$ cat src/rtl/mm2s_pixel_unpacker.sv
// Unpacks the 64-bit mm2s word stream into 24-bit RGB pixels with SOF/EOL markers and a frame-done pulse.
// A word accepted into an empty buffer gives a pixel next cycle; pix_ready stalls feed back through the buffer level to mm2s_ready.
module mm2s_pixel_unpacker #(
    parameter int H_RES = 1280,
    parameter int V_RES = 720,
    parameter int X_W   = 11,
    parameter int Y_W   = 10
) (
    input  logic        m_axi_acp_aclk,
    input  logic        axi_resetn,
    input  logic        frame_start,
    input  logic [63:0] mm2s_data,
    input  logic        mm2s_valid,
    output logic        mm2s_ready,
    output logic [23:0] pix_data,
    output logic        pix_valid,
    input  logic        pix_ready,
    output logic        pix_sof,
    output logic        pix_eol,
    output logic        frame_done,
    output logic [4:0]  byte_level
);
    logic [127:0]   pix_buf;
    logic [127:0]   buf_nxt;
    logic [4:0]     level_nxt;
    logic [4:0]     wr_ofs;
    logic [X_W-1:0] x_q;
    logic [Y_W-1:0] y_q;
    logic           run_q;
    logic           in_fire;
    logic           out_fire;
    logic           last_x;
    logic           last_y;

    // run_q keeps mm2s_ready low until the first clock after reset release
    assign mm2s_ready = run_q & (byte_level <= 5'd8);
    assign pix_valid  = (byte_level >= 5'd3);
    assign pix_data   = pix_buf[23:0];
    assign last_x     = (x_q == X_W'(H_RES - 1));
    assign last_y     = (y_q == Y_W'(V_RES - 1));
    assign pix_sof    = pix_valid & (x_q == '0) & (y_q == '0);
    assign pix_eol    = pix_valid & last_x;
    assign in_fire    = mm2s_valid & mm2s_ready & ~frame_start;
    assign out_fire   = pix_valid & pix_ready & ~frame_start;

    // Bytes at or above byte_level are kept zero, so a new word can simply be OR-ed in.
    always_comb begin
        buf_nxt   = pix_buf;
        level_nxt = byte_level;
        wr_ofs    = byte_level;
        if (out_fire) begin
            buf_nxt   = pix_buf >> 24;
            level_nxt = byte_level - 5'd3;
            wr_ofs    = byte_level - 5'd3;
        end
        if (in_fire) begin
            buf_nxt   = buf_nxt | ({64'd0, mm2s_data} << {wr_ofs, 3'b000});
            level_nxt = level_nxt + 5'd8;
        end
    end

    always_ff @(posedge m_axi_acp_aclk or negedge axi_resetn) begin
        if (!axi_resetn) begin
            pix_buf    <= '0;
            byte_level <= '0;
            x_q        <= '0;
            y_q        <= '0;
            run_q      <= 1'b0;
            frame_done <= 1'b0;
        end else begin
            run_q      <= 1'b1;
            frame_done <= 1'b0;
            if (frame_start) begin
                pix_buf    <= '0;
                byte_level <= '0;
                x_q        <= '0;
                y_q        <= '0;
            end else begin
                pix_buf    <= buf_nxt;
                byte_level <= level_nxt;
                if (out_fire) begin
                    if (last_x) begin
                        x_q <= '0;
                        if (last_y) begin
                            y_q        <= '0;
                            frame_done <= 1'b1;
                        end else begin
                            y_q <= y_q + Y_W'(1);
                        end
                    end else begin
                        x_q <= x_q + X_W'(1);
                    end
                end
            end
        end
    end
endmodule

$ cat config.mk
export PLATFORM = sky130hd
export DESIGN_NAME = mm2s_pixel_unpacker
export DESIGN_NICKNAME = d
export VERILOG_FILES = /design/src/rtl/mm2s_pixel_unpacker.sv
export SDC_FILE = /design/constraint.sdc
export NUM_CORES = 1
export LEC_CHECK = 0
export ABC_CLOCK_PERIOD_IN_PS = 7290
export BUFFER_PORTS_ARGS = -buffer_cell sky130_fd_sc_hd__buf_2
export CORE_UTILIZATION = 55
export CTS_CLUSTER_DIAMETER = 50
export DETAILED_ROUTE_END_ITERATION = 8
export PLACE_DENSITY = 0.74
export SLEW_MARGIN = 20
export SYNTH_ARGS = -nofsm -noshare
export SYNTH_HDL_FRONTEND = slang
export SYNTH_SLANG_ARGS = --single-unit
$ cat constraint.sdc
create_clock -name m_axi_acp_aclk -period 7.29 [get_ports m_axi_acp_aclk]
set_input_delay 1.458 -clock m_axi_acp_aclk [delete_from_list [all_inputs] [get_ports m_axi_acp_aclk]]
set_output_delay 1.458 -clock m_axi_acp_aclk [all_outputs]
set_load 0.1 [all_outputs]
== Yosys cells after proc, flatten, opt, wreduce, memory -nomap -nowiden ==
Index checks and enable logic that the tools add are counted.
Word-level totals
  bits in registers: 156
  output and inout bits: 34
Operators by class
  add/sub/neg operators: 4
  $lt $le $gt $ge: 2
  eq/ne operators: 2
  shift-type cells: 1
  mux-type cells: 17
  bitwise operators: 10
  reductions and logical operators: 5
Operators with widths (number)
  two-way mux 128 bit: 3
  OR 128 bit: 1
  << shifter 64 x 8 -> 128 bit: 1
  two-way mux 10 bit: 4
  two-way mux 11 bit: 3
  two-way mux 5 bit: 3
  adder 11 x 1 -> 11 bit (second input constant): 1
  equality test 11 bit (second input constant): 1
  logical NOT 11 bit: 1
  adder 10 x 1 -> 10 bit (second input constant): 1
  equality test 10 bit (second input constant): 1
  logical NOT 10 bit: 1
  AND 1 bit: 8
  adder 5 x 4 -> 5 bit (second input constant): 1
  greater-or-equal comparator 5 x 2 -> 1 bit (second input constant): 1
  <= comparator 5 x 4 -> 1 bit (second input constant): 1
  subtractor 5 x 2 -> 5 bit (second input constant): 1
  two-way mux 1 bit: 4
  nonzero test 2 bit: 2
  AND reduction 2 bit: 1
  inverter 1 bit: 1

== Longest topological paths before layout ==
  depth in word-level cells: 8
  mapped depth: 13
  gate-level depth less buffers: 8

== Least setup slack after synthesis ==
No wires, ideal clock.
  path kind: flip-flop to output port
  start: register byte_level[1]
  end: output pix_sof
  data arrival time: 3.897 ns
  data required time: 5.832 ns
  path slack: 1.935 ns
  cell stages (with the launch flop): 6
  buffers on the path: 2
  cells stage by stage: dfrtp_1 > buf_2 > and2_1 > clkbuf_1 > nor2_1 > nor3_1
On the way
  word-level cells in the longest chain between the ends: 3
RTL lines
  start: declaration: RTL line 21  | output logic [4:0] byte_level
  start signal: assignment: RTL line 80  | byte_level <= level_nxt;
  greater-or-equal comparator 5 x 2 -> 1 bit: RTL line 37  | assign pix_valid = (byte_level >= 5'd3);
  AND 1 bit (2 in series): RTL line 41  | assign pix_sof = pix_valid & (x_q == '0) & (y_q == '0);
  end: declaration: RTL line 18  | output logic pix_sof,
Every way passes these cells.

== Final worst setup path ==
  start: register byte_level[1]
  end: output pix_valid
On the way
  word-level cells in the longest chain between the ends: 1
RTL lines
  greater-or-equal comparator 5 x 2 -> 1 bit: RTL line 37
  end: declaration: RTL line 16  | output logic pix_valid,
Every way passes these cells.

==> results.md <==
* RSZ-0062 raised after global routing: no
* Initial Util at 0.566
* Status: complete, but fails checks
* Synth-to-Final Area Change at 6.96%
* Mapped Nets at 1632
* CP Capture Type: output port
* IO Count at 103
* Most common cell after layout, fill and taps aside: nand2_1
* Post-synthesis cell count at 1557
* Critical path fanouts, max at 16
* Synth area leaders: dfrtp_1 31%, nand2_1 6.6%, o22ai_1 5.0%
* CP max-delay cell: or4_1
* Final hold violations at 0
* Vias in the first global route at 12200
* Gr usage total at 0.415
* Post-CTS sizing at 0
* Max clock buf depth at 2
* Mapped cell area at 12400 um^2
* PwrDens at 230 nW/um^2
* Post-DP HPWL at 32600 um
* H-tree levels at 4
* Row count at 54
* Syn. warnings at 0
* Overflow left after global routing at 0
* Final worst slack at 2230 ps
* Detailed Route WL at 48700 um
* Post-DR wirelength/cell at 26.8 um
* Setup bufs post-CTS at 0
* Pint at 1780 uW
* Num CTS Buffers at 17
* Largest net degree at the start of global routing at 99
* Buffers on Ports at 102
* Top cell type's share of synthesized area at 0.314
* Layout cells sized above 1 at 0.140
* Fraction of the yosys area taken by sequential cells at 0.314
* Distinct cells, synth at 77
* Combinational share of power at 0.363
* Max-slew violation count at 0
* Die ar. at 23200 um^2
* DR vias at 13700
* Fmax achieved at 198 MHz
* Remaining antenna violation count at 0
* Commonest non-fill, non-tap cells in the layout: 220 x nand2_1, 155 x dfrtp_1, 100 x buf_2
* Initial antenna violation count at 6
* Sw Share at 0.415
* Setup TNS at 0 ps
* Max-Cap Viols at 0
* # setup viols final at 0
* Worst-Margin Slew at 1030 ps
* Static leakage at 0.00556 uW
* Register-to-Register Path Depth at 9
* Post-CTS Hold Buffers at 0
* Crit start category: flop
* Async set-reset flop share out of synthesis at 1.00
* Hold path depth at 2
* Clock-pin slew on the worst setup and hold paths at 70 ps
* CP delay by family, top: simple AND/OR/NAND/NOR gates
* Max Clock Skew at 17.3 ps
* Drt first pass iters at 9
* TritonCTS clock tree: built
* Hold Startpoint: pix_buf[119]
* Psw at 1270 uW
* HP Class: flop to flop
* Fin crit period at 5060 ps
* Critical path class: flop to output port
* Total core area at 22000 um^2
* Req. time, crit path at 5830 ps
* CP cell instances: ha_1 -> or4_1 -> nor2_1 -> inv_2 -> buf_2
* DRT iter0 DRCs at 2440
* DRC at 8
* Slowest stage delay, CP at 960 ps
* Crit path DAT at 3600 ps
* Post-synth EDFFs at 0
* # fillers at 1995
* Buf/Inv on CP at 2
* Syn Area/Cell at 7.98 um^2
* Clock sinks at 156
* Reg2reg end: pix_buf[81]
* Sequential share of power at 0.317
* Most used DFF post-synth: dfrtp_1
* First-pass GRT wire length at 74300 um
* Reg-to-reg critical path startpoint: byte_level[1]
* Pre-CTS setup slack at 2450 ps
* Vias/cell at 7.52
* Peak VDD IR at 0.160 mV
* Root buffer cell: clkbuf_16
* Hold EP: pix_buf[119]
* Chip Height at 152 um
* Layout Nets at 1593
* Synthesized flop and latch total at 156
* Later-pin clock latency in the skew report at 450 ps
* GPL Wtd Cong at 1.01
* Worst R2R Setup Slack at 2860 ps
* Fin util at 0.605
* Clk network pwr share at 0.320
* Post-synth top area cell: dfrtp_1
* Failing checks: DRC
* Final period utilization at 0.694
* Die X at 152 um
* Headroom to the max-slew limit at 0.315
sequential cells by signal, summed over array words and instances (netlist names):
name and flops:
byte_level 5, frame_done 1, pix_buf 128, run_q 1, x_q 11, y_q 10
how the worst max path moves through the flow:
stage | start | to | slack [ps] | cells after the start
5_1_grt | byte_level[1] | pix_valid | 2200 | 5
2_1_floorplan | byte_level[1] | pix_sof | 1940 | 5
6_report | byte_level[1] | pix_valid | 2230 | 5
3_3_place_gp | frame_start | pix_buf[53] | 2510 | 9
4_1_cts | byte_level[0] | pix_valid | 2350 | 5
3_5_place_dp | frame_start | pix_buf[53] | 2450 | 9
cells by family (layout without fill, tap and decap cells):
| logic type | after synthesis | count (layout) | synth area share |
|---|---|---|---|
| AOI/OAI and AO/OA | 636 | 636 | 0.373 |
| DFF | 156 | 156 | 0.314 |
| adders and majority gates | 6 | 6 | 0.00604 |
| muxes | 42 | 42 | 0.0347 |
| other | 1 | 7 | 0.000302 |
| xor gates and xnor gates | 12 | 12 | 0.00846 |
| and+or+nand+nor | 503 | 503 | 0.186 |
| buffers and inverters | 201 | 175 | 0.0774 |
metal layers:
metal  GRT usage  wire length [um]  up-vias
li1            -                 -     5932
met5           0                 0        -
met2       0.570             19700     1153
met1       0.616             19700     6444
met4       0.145              1660        0
met3       0.118              7620      128
area by class of cell:
cell class	instances	area, um^2	share of cell area
Antenna cell	6	15.0	0.00113
Clock buffer	17	425	0.0320
Clock inverter	15	204	0.0154
Inverter	11	41.3	0.00311
Multi-Input combinational cell	1200	7590	0.571
Sequential cell	156	3910	0.294
Tap cell	280	350	0.0264
Timing Repair Buffer	132	752	0.0566
power by group through the flow:
stage                     logic [uW]  clock network (uW)  registers (uW)
after floorplan                  746                   0             975
after detailed placement        1050                   0             981
final                           1110                 975             968
after global placement          1040                   0             981
after global routing            1150                1010             973
after CTS                       1050                 975             965
worst min-delay path, stage by stage (launching register included):
cell	delay, ps
dfrtp_1	340
a22oi_1	80
o21ai_0	70
per-stage QoR:
stage,cells,instance area [um^2],total power (uW),hold WS (ps)
2_1_floorplan,1557,12400,1720,484
3_3_place_gp,1778,12600,2020,509
3_5_place_dp,1778,12600,2030,517
4_1_cts,1810,13300,2990,535
5_1_grt,1816,13300,3130,565
6_report,1817,13300,3050,528
synth_stat cells (all sizes together), types with 9 or more instances:
library cell	count
a221oi	9
mux2i	34
a211oi	49
inv	9
a22oi	23
o31a	9
a31oi	42
nand2b	19
a21boi	9
nand4	15
o221ai	32
a2111o	9
o32ai	41
dfrtp	156
clkbuf	93
or2	9
a21o	9
o21ai	88
nor3	45
xor2	10
buf	97
o22ai	100
nand2	222
and3	18
nor2	93
a221o	33
a21oi	82
a22o	16
nand3	58
No activity file was read; power rests on OpenSTA's default activity.
